<file path="config.mk">
export PLATFORM = sky130hd
export DESIGN_NAME = id_ex_hazard_ctrl
export DESIGN_NICKNAME = d
export VERILOG_FILES = /design/src/rtl/id_ex_hazard_ctrl_pkg.sv /design/src/rtl/id_ex_hazard_ctrl_hazard_detect.sv /design/src/rtl/id_ex_hazard_ctrl.sv
export SDC_FILE = /design/constraint.sdc
export NUM_CORES = 1
export LEC_CHECK = 0
export CELL_PAD_IN_SITES_DETAIL_PLACEMENT = 0
export CELL_PAD_IN_SITES_GLOBAL_PLACEMENT = 1
export CORE_AREA = 2 2 109 190
export DETAILED_ROUTE_END_ITERATION = 16
export DIE_AREA = 0 0 111 192
export GPL_ROUTABILITY_DRIVEN = 0
export PLACE_DENSITY = 0.85
export RECOVER_POWER = 50
export SLEW_MARGIN = 20
export SYNTH_ARGS = -nofsm -noshare
export SYNTH_HDL_FRONTEND = slang
export SYNTH_SLANG_ARGS = --single-unit
</file>
<file path="constraint.sdc">
create_clock -name clk -period 1.95 [get_ports clk]
set_clock_uncertainty 0.05 [all_clocks]
set_input_delay 0.2925 -clock clk [delete_from_list [all_inputs] [get_ports clk]]
set_output_delay 0.2925 -clock clk [all_outputs]
set_load 0.05 [all_outputs]
</file>
<file path="src/rtl/id_ex_hazard_ctrl_pkg.sv">
// Shared definitions for the ID/EX register and hazard controller.
package id_ex_hazard_ctrl_pkg;

    // Bit positions in the execute control bus
    localparam int ALU_OP_LSB = 0;
    localparam int ALU_OP_MSB = 3;
    localparam int ALU_SRC    = 4;
    localparam int REG_DST    = 5;

    typedef enum logic [1:0] {
        ST_RUN    = 2'd0,
        ST_BUBBLE = 2'd1,
        ST_FLUSH  = 2'd2
    } state_e;

    typedef struct packed {
        logic mem_read;
        logic reg_write;
        logic branch;
    } ctrl_t;

    localparam ctrl_t CTRL_BUBBLE = '0;

endpackage

</file>
<file path="src/rtl/id_ex_hazard_ctrl_hazard_detect.sv">
// Purpose: combinational load-use and taken-branch detection for the EX slot.
// Latency: 0 cycles (pure combinational).
// Backpressure: none; the caller masks the terms with the memory stall.
module id_ex_hazard_ctrl_hazard_detect #(
    parameter int REG_ADDR_BITS = 5
) (
    input  logic                     ex_valid,
    input  logic                     ex_mem_read,
    input  logic                     ex_branch,
    input  logic [REG_ADDR_BITS-1:0] ex_rt_addr,
    input  logic                     ex_zero_flag,
    input  logic                     id_valid,
    input  logic [REG_ADDR_BITS-1:0] id_rs_addr,
    input  logic [REG_ADDR_BITS-1:0] id_rt_addr,
    input  logic                     id_alu_src,
    output logic                     taken,
    output logic                     lu
);

    logic rs_match;
    logic rt_match;

    assign taken = ex_valid & ex_branch & ex_zero_flag;

    // rt is only a source when the ALU takes it instead of the immediate;
    // register 0 is hardwired and can never carry a hazard.
    assign rs_match = (ex_rt_addr == id_rs_addr);
    assign rt_match = (ex_rt_addr == id_rt_addr) & ~id_alu_src;
    assign lu       = ex_valid & ex_mem_read & id_valid & (ex_rt_addr != '0) & (rs_match | rt_match);

endmodule

</file>
<file path="src/rtl/id_ex_hazard_ctrl.sv">
// Purpose: ID/EX pipeline register with load-use bubble, branch flush and memory-stall freeze.
// Latency: 1 cycle from decode fields to ex_* outputs.
// Backpressure: mem_busy_in freezes every register and deasserts the PC and IF/ID enables.
module id_ex_hazard_ctrl
    import id_ex_hazard_ctrl_pkg::*;
#(
    parameter int DATA_WIDTH     = 32,
    parameter int EXEC_BUS_WIDTH = 6,
    parameter int REG_ADDR_BITS  = 5,
    parameter int CNT_WIDTH      = 16
) (
    input  logic                      clk,
    input  logic                      reset,
    input  logic                      id_valid_in,
    input  logic [EXEC_BUS_WIDTH-1:0] id_exec_bus_in,
    input  logic                      id_mem_read_in,
    input  logic                      id_reg_write_in,
    input  logic                      id_branch_in,
    input  logic [REG_ADDR_BITS-1:0]  id_rs_addr_in,
    input  logic [REG_ADDR_BITS-1:0]  id_rt_addr_in,
    input  logic [DATA_WIDTH-1:0]     id_rs_data_in,
    input  logic [DATA_WIDTH-1:0]     id_rt_data_in,
    input  logic [DATA_WIDTH-1:0]     id_imm_in,
    input  logic                      ex_zero_flag_in,
    input  logic                      mem_busy_in,
    input  logic                      perf_clear_in,
    output logic                      ex_valid_out,
    output logic [EXEC_BUS_WIDTH-1:0] ex_exec_bus_out,
    output logic                      ex_mem_read_out,
    output logic                      ex_reg_write_out,
    output logic                      ex_branch_out,
    output logic [REG_ADDR_BITS-1:0]  ex_rs_addr_out,
    output logic [REG_ADDR_BITS-1:0]  ex_rt_addr_out,
    output logic [DATA_WIDTH-1:0]     ex_rs_data_out,
    output logic [DATA_WIDTH-1:0]     ex_rt_data_out,
    output logic [DATA_WIDTH-1:0]     ex_imm_out,
    output logic                      pc_write_out,
    output logic                      if_id_write_out,
    output logic                      if_id_flush_out,
    output logic [1:0]                state_out,
    output logic [CNT_WIDTH-1:0]      stall_count_out
);

    typedef struct packed {
        logic                      valid;
        logic [EXEC_BUS_WIDTH-1:0] exec_bus;
        ctrl_t                     ctrl;
        logic [REG_ADDR_BITS-1:0]  rs_addr;
        logic [REG_ADDR_BITS-1:0]  rt_addr;
        logic [DATA_WIDTH-1:0]     rs_data;
        logic [DATA_WIDTH-1:0]     rt_data;
        logic [DATA_WIDTH-1:0]     imm;
    } ex_reg_t;

    localparam logic [CNT_WIDTH-1:0] CNT_MAX = '1;

    ex_reg_t             ex_q, ex_d;
    state_e              state_q, state_d;
    logic [CNT_WIDTH-1:0] cnt_q;
    logic                taken, lu;

    id_ex_hazard_ctrl_hazard_detect #(
        .REG_ADDR_BITS (REG_ADDR_BITS)
    ) u_hazard_detect (
        .ex_valid     (ex_q.valid),
        .ex_mem_read  (ex_q.ctrl.mem_read),
        .ex_branch    (ex_q.ctrl.branch),
        .ex_rt_addr   (ex_q.rt_addr),
        .ex_zero_flag (ex_zero_flag_in),
        .id_valid     (id_valid_in),
        .id_rs_addr   (id_rs_addr_in),
        .id_rt_addr   (id_rt_addr_in),
        .id_alu_src   (id_exec_bus_in[ALU_SRC]),
        .taken        (taken),
        .lu           (lu)
    );

    always_ff @(posedge clk) begin
        if (reset) state_q <= ST_RUN;
        else       state_q <= state_d;
    end

    always_comb begin
        state_d = state_q;
        if (!mem_busy_in) begin
            if (taken)   state_d = ST_FLUSH;
            else if (lu) state_d = ST_BUBBLE;
            else         state_d = ST_RUN;
        end
    end

    // A taken branch outranks load-use: the ID instruction is on the wrong path.
    always_comb begin
        pc_write_out    = 1'b1;
        if_id_write_out = 1'b1;
        if_id_flush_out = 1'b0;
        if (mem_busy_in) begin
            pc_write_out    = 1'b0;
            if_id_write_out = 1'b0;
        end else if (taken) begin
            if_id_flush_out = 1'b1;
        end else if (lu) begin
            pc_write_out    = 1'b0;
            if_id_write_out = 1'b0;
        end
    end

    always_comb begin
        ex_d = '0;
        if (!taken && !lu && id_valid_in) begin
            ex_d.valid          = 1'b1;
            ex_d.exec_bus       = id_exec_bus_in;
            ex_d.ctrl.mem_read  = id_mem_read_in;
            ex_d.ctrl.reg_write = id_reg_write_in;
            ex_d.ctrl.branch    = id_branch_in;
            ex_d.rs_addr        = id_rs_addr_in;
            ex_d.rt_addr        = id_rt_addr_in;
            ex_d.rs_data        = id_rs_data_in;
            ex_d.rt_data        = id_rt_data_in;
            ex_d.imm            = id_imm_in;
        end
    end

    always_ff @(posedge clk) begin
        if (reset)             ex_q <= '0;
        else if (!mem_busy_in) ex_q <= ex_d;
    end

    always_ff @(posedge clk) begin
        if (reset || perf_clear_in)
            cnt_q <= '0;
        else if (!pc_write_out && cnt_q != CNT_MAX)
            cnt_q <= cnt_q + CNT_WIDTH'(1);
    end

    assign ex_valid_out     = ex_q.valid;
    assign ex_exec_bus_out  = ex_q.exec_bus;
    assign ex_mem_read_out  = ex_q.ctrl.mem_read;
    assign ex_reg_write_out = ex_q.ctrl.reg_write;
    assign ex_branch_out    = ex_q.ctrl.branch;
    assign ex_rs_addr_out   = ex_q.rs_addr;
    assign ex_rt_addr_out   = ex_q.rt_addr;
    assign ex_rs_data_out   = ex_q.rs_data;
    assign ex_rt_data_out   = ex_q.rt_data;
    assign ex_imm_out       = ex_q.imm;
    assign state_out        = state_q;
    assign stall_count_out  = cnt_q;

endmodule

</file>
==> run summary, run 1 <==
RSZ-0062 raised after global routing: yes
Antenna Violating Nets Remaining: 0
PnR worst setup slack: -315 ps
DR WL/cell: 18.6 um
Sequential element share of the synthesized area: 55.1%
Hold path startpoint: reset
Worst vdd ir: 0.742 mV
Worst-Skew Late Latency: 420 ps
Area delta synth->final: 93.2%
Failing checks: setup timing
Sequential share of power: 38.1%
PD cells: 806 nW/um2
Peak Freq: 441 MHz
R2r endpoint: ex_rs_data_out[1]$_SDFFE_PP0N_
CTS buffer count: 17
Cells after synthesis: 517
Cell variety after synth: 33
First-pass GRT wire length: 26900 um
Vias per cell: 4.83
Min Clock Period, post-route: 2270 ps
# IOs: 258
Worst setup SP type: register
Synthesized area per cell: 9.41 um2
Max-cap violations: 0
Fin crit share: 116%
DR iter-0 viols: 182
Hold Path Cell Cnt: 2
TritonCTS clock tree: done
Die X: 111 um
Num rows: 68
Worst path arrival time: 1920 ps
Grt total ovfl: 0
Diodes inserted: 0
Final Util: 47.8%
Final Hold Viols: 0
R2R cell count: 12
Synth warn: 0
Total track usage: 16.2%
Core area: 19700 um2
Largest net degree at the start of global routing: 73
Rel. slew slack: 35.8%
Crit path max fanout: 3
CP required: 1610 ps
Leak Pwr: 3.85 nW
Logic pwr share: 17.6%
Crit path kind: register to primary output
P_int: 5.52 mW
Fill count: 1842
Synth Register Bits: 134
Vias in the first global route: 4910
H-tree lvl count: 4
Crit end category: primary output
DRT Pass-1 Iters: 4
DRC errors left: 0
Vias: 5146
Commonest non-fill, non-tap cell in the layout: clkdlybuf4s50_1
# port buffers: 257
Layout cells sized above 1: 31.5%
Most frequent cells in the layout: clkdlybuf4s50_1, nor2_1, dfxtp_1
Routed WL: 19800 um
Worst-path clk slew: 60 ps
Synth Cell Area: 4860 um2
Die ar.: 21300 um2
Final-stage net count: 930
Register area: 2730 um2
Multi-input gate area: 2690 um2
Hold Crit Class: primary input to register
NetSw: 2.05 mW
Post-CTS Hold Buffers: 0
Die Y: 192 um
Hold endpoint: ex_rt_addr_out[1]$_SDFFE_PP0N_
Setup violators final: 118
Clk pwr share: 44.3%
Final max-slew violation count: 0
Pwr Total: 7.58 mW
Dpl ws: -704 ps
Post-Syn Nets: 639
Clock Tree Root: clkbuf_16
Status: complete, but fails checks
HPWL after DPL: 11700 um
Max Buffers Root-to-Sink: 2
Measured slew at the worst slew-check pin: 963 ps
R2r startpoint: ex_rt_addr_out[0]$_SDFFE_PP0N_
Initial Utilization: 24.8%
Switching share of power: 27.1%
Worst reg2reg setup slack: -270 ps
Clk sinks: 134
Antenna violations before repair: 0
[worst max-delay path, cell delays in order, from the launching register on]
cell	delay, ps
dfxtp_4	350
xnor2_2	150
nand4_1	160
o32ai_4	300
a31oi_4	140
buf_6	150
buf_6	110
buf_12	130
[repair_timing]
| action | 4_1_cts | 5_1_grt |
|---|---|---|
| buffers inserted | 15 | 10 |
| endpoints found under the setup margin | 172 | 183 |
| resized for setup | 70 | 221 |
| endpoints found under the hold margin | 0 | 0 |
| cloned | 5 | 10 |
| pin swaps | 14 | 121 |
[layer usage]
metal / wire, um / vias to the layer above / track usage, %
met5: 0 / - / 0
met4: 463 / 0 / 7.26
met3: 1080 / 29 / 5.36
met2: 10700 / 176 / 28.5
met1: 7510 / 2476 / 17.8
li1: - / 2465 / -
[power groups by stage]
stage	combinational (mW)	clock (mW)	sequential [mW]
after floorplan	0.277	0	3.25
after global placement	1.13	0	2.93
after detailed placement	1.13	0	2.93
after CTS	1.21	3.46	2.87
after global routing	1.40	3.57	2.89
final	1.34	3.36	2.88
[cell families after synthesis]
family / after synthesis / share of synthesized area, %
xor+xnor: 10 / 1.80
flops: 134 / 55.1
fa+ha+maj: 1 / 0.257
simple gates: 167 / 15.3
buf+inv: 50 / 4.17
compound gates: 155 / 23.3
[synthesized netlist by cell type]
cell      count  share of area [%]
xor2_1        1               0.18
and2_1        1               0.13
or2_2         2               0.26
nor3_1        2               0.21
o21ai_0       3               0.31
buf_2         9               0.93
and4_1        2               0.36
or4_1        11                1.7
nand3b_1      1               0.15
o31a_1        1               0.18
clkbuf_1     37                2.9
buf_4         1               0.15
o21bai_1      1               0.15
o31ai_1      11                1.7
nand4_1       7               0.90
nor2_1      120                9.3
nand2_1       4               0.31
xnor2_1       9                1.6
nor3b_1       1               0.15
and3_1        2               0.26
dfxtp_1     134                 55
buf_1         1              0.077
o21a_1        3               0.46
nor4_1        1               0.13
nand3_1       9               0.93
nand4b_1      1               0.18
o32ai_4       1               0.57
a22oi_1     115                 18
or3_1         3               0.39
inv_1         2               0.15
a31oi_2       1               0.26
ha_1          1               0.26
a21oi_1      19                2.0
[final cells by class]
type,count,area share [%]
timing repair buffer,320,32.4
sequential,134,29.1
multi-input combinational,333,28.6
clock buffer,21,5.00
tap,245,3.26
clock inverter,11,1.56
inverter,2,0.0799
[worst max-delay path by stage]
stage / from / endpoint / slack (ps) / depth (start not counted)
finish: ex_rt_addr_out[0]$_SDFFE_PP0N_ / pc_write_out / -320 / 7
detailed placement: id_rt_addr_in[2] / stall_count_out[4]$_SDFFE_PP0P_ / -700 / 8
global placement: id_rt_addr_in[2] / stall_count_out[13]$_SDFFE_PP0P_ / -650 / 8
CTS: ex_rt_addr_out[0]$_SDFFE_PP0N_ / if_id_write_out / -380 / 7
global route: ex_rt_addr_out[0]$_SDFFE_PP0N_ / if_id_write_out / -430 / 7
floorplan: ex_rt_addr_out[3]$_SDFFE_PP0N_ / stall_count_out[10]$_SDFFE_PP0P_ / -100 / 7
[flip-flops by register name (all words and copies together), names as in the netlist, 2 cells and up]
register         count
ex_rs_data_out      32
ex_imm_out          32
ex_rt_addr_out       5
ex_rs_addr_out       5
ex_rt_data_out      32
state_out            2
stall_count_out     16
ex_exec_bus_out      6
[metrics by stage]
step                instance area [um2]  hold slack [ps]  setup TNS (ps)  cells
floorplan                          4980              385           -2920    517
global placement                   7900              407          -67710   1000
detailed placement                 7900              415          -73360   1000
CTS                                8840              112          -13080   1050
global route                       9400              124          -33910   1066
finish                             9400              130          -20020   1066
No activity file was read; power rests on OpenSTA's default activity.
==> run 2, diff against run 1 <==
--- a/config.mk
+++ b/config.mk
@@ -8,6 +8,7 @@
 export CELL_PAD_IN_SITES_DETAIL_PLACEMENT = 0
 export CELL_PAD_IN_SITES_GLOBAL_PLACEMENT = 1
 export CORE_AREA = 2 2 109 190
+export CTS_CLUSTER_SIZE = 12
 export DETAILED_ROUTE_END_ITERATION = 16
 export DIE_AREA = 0 0 111 192
 export GPL_ROUTABILITY_DRIVEN = 0
==> results of run 2 <==
Final layout, timing and power as in run 1 (identical DEF).
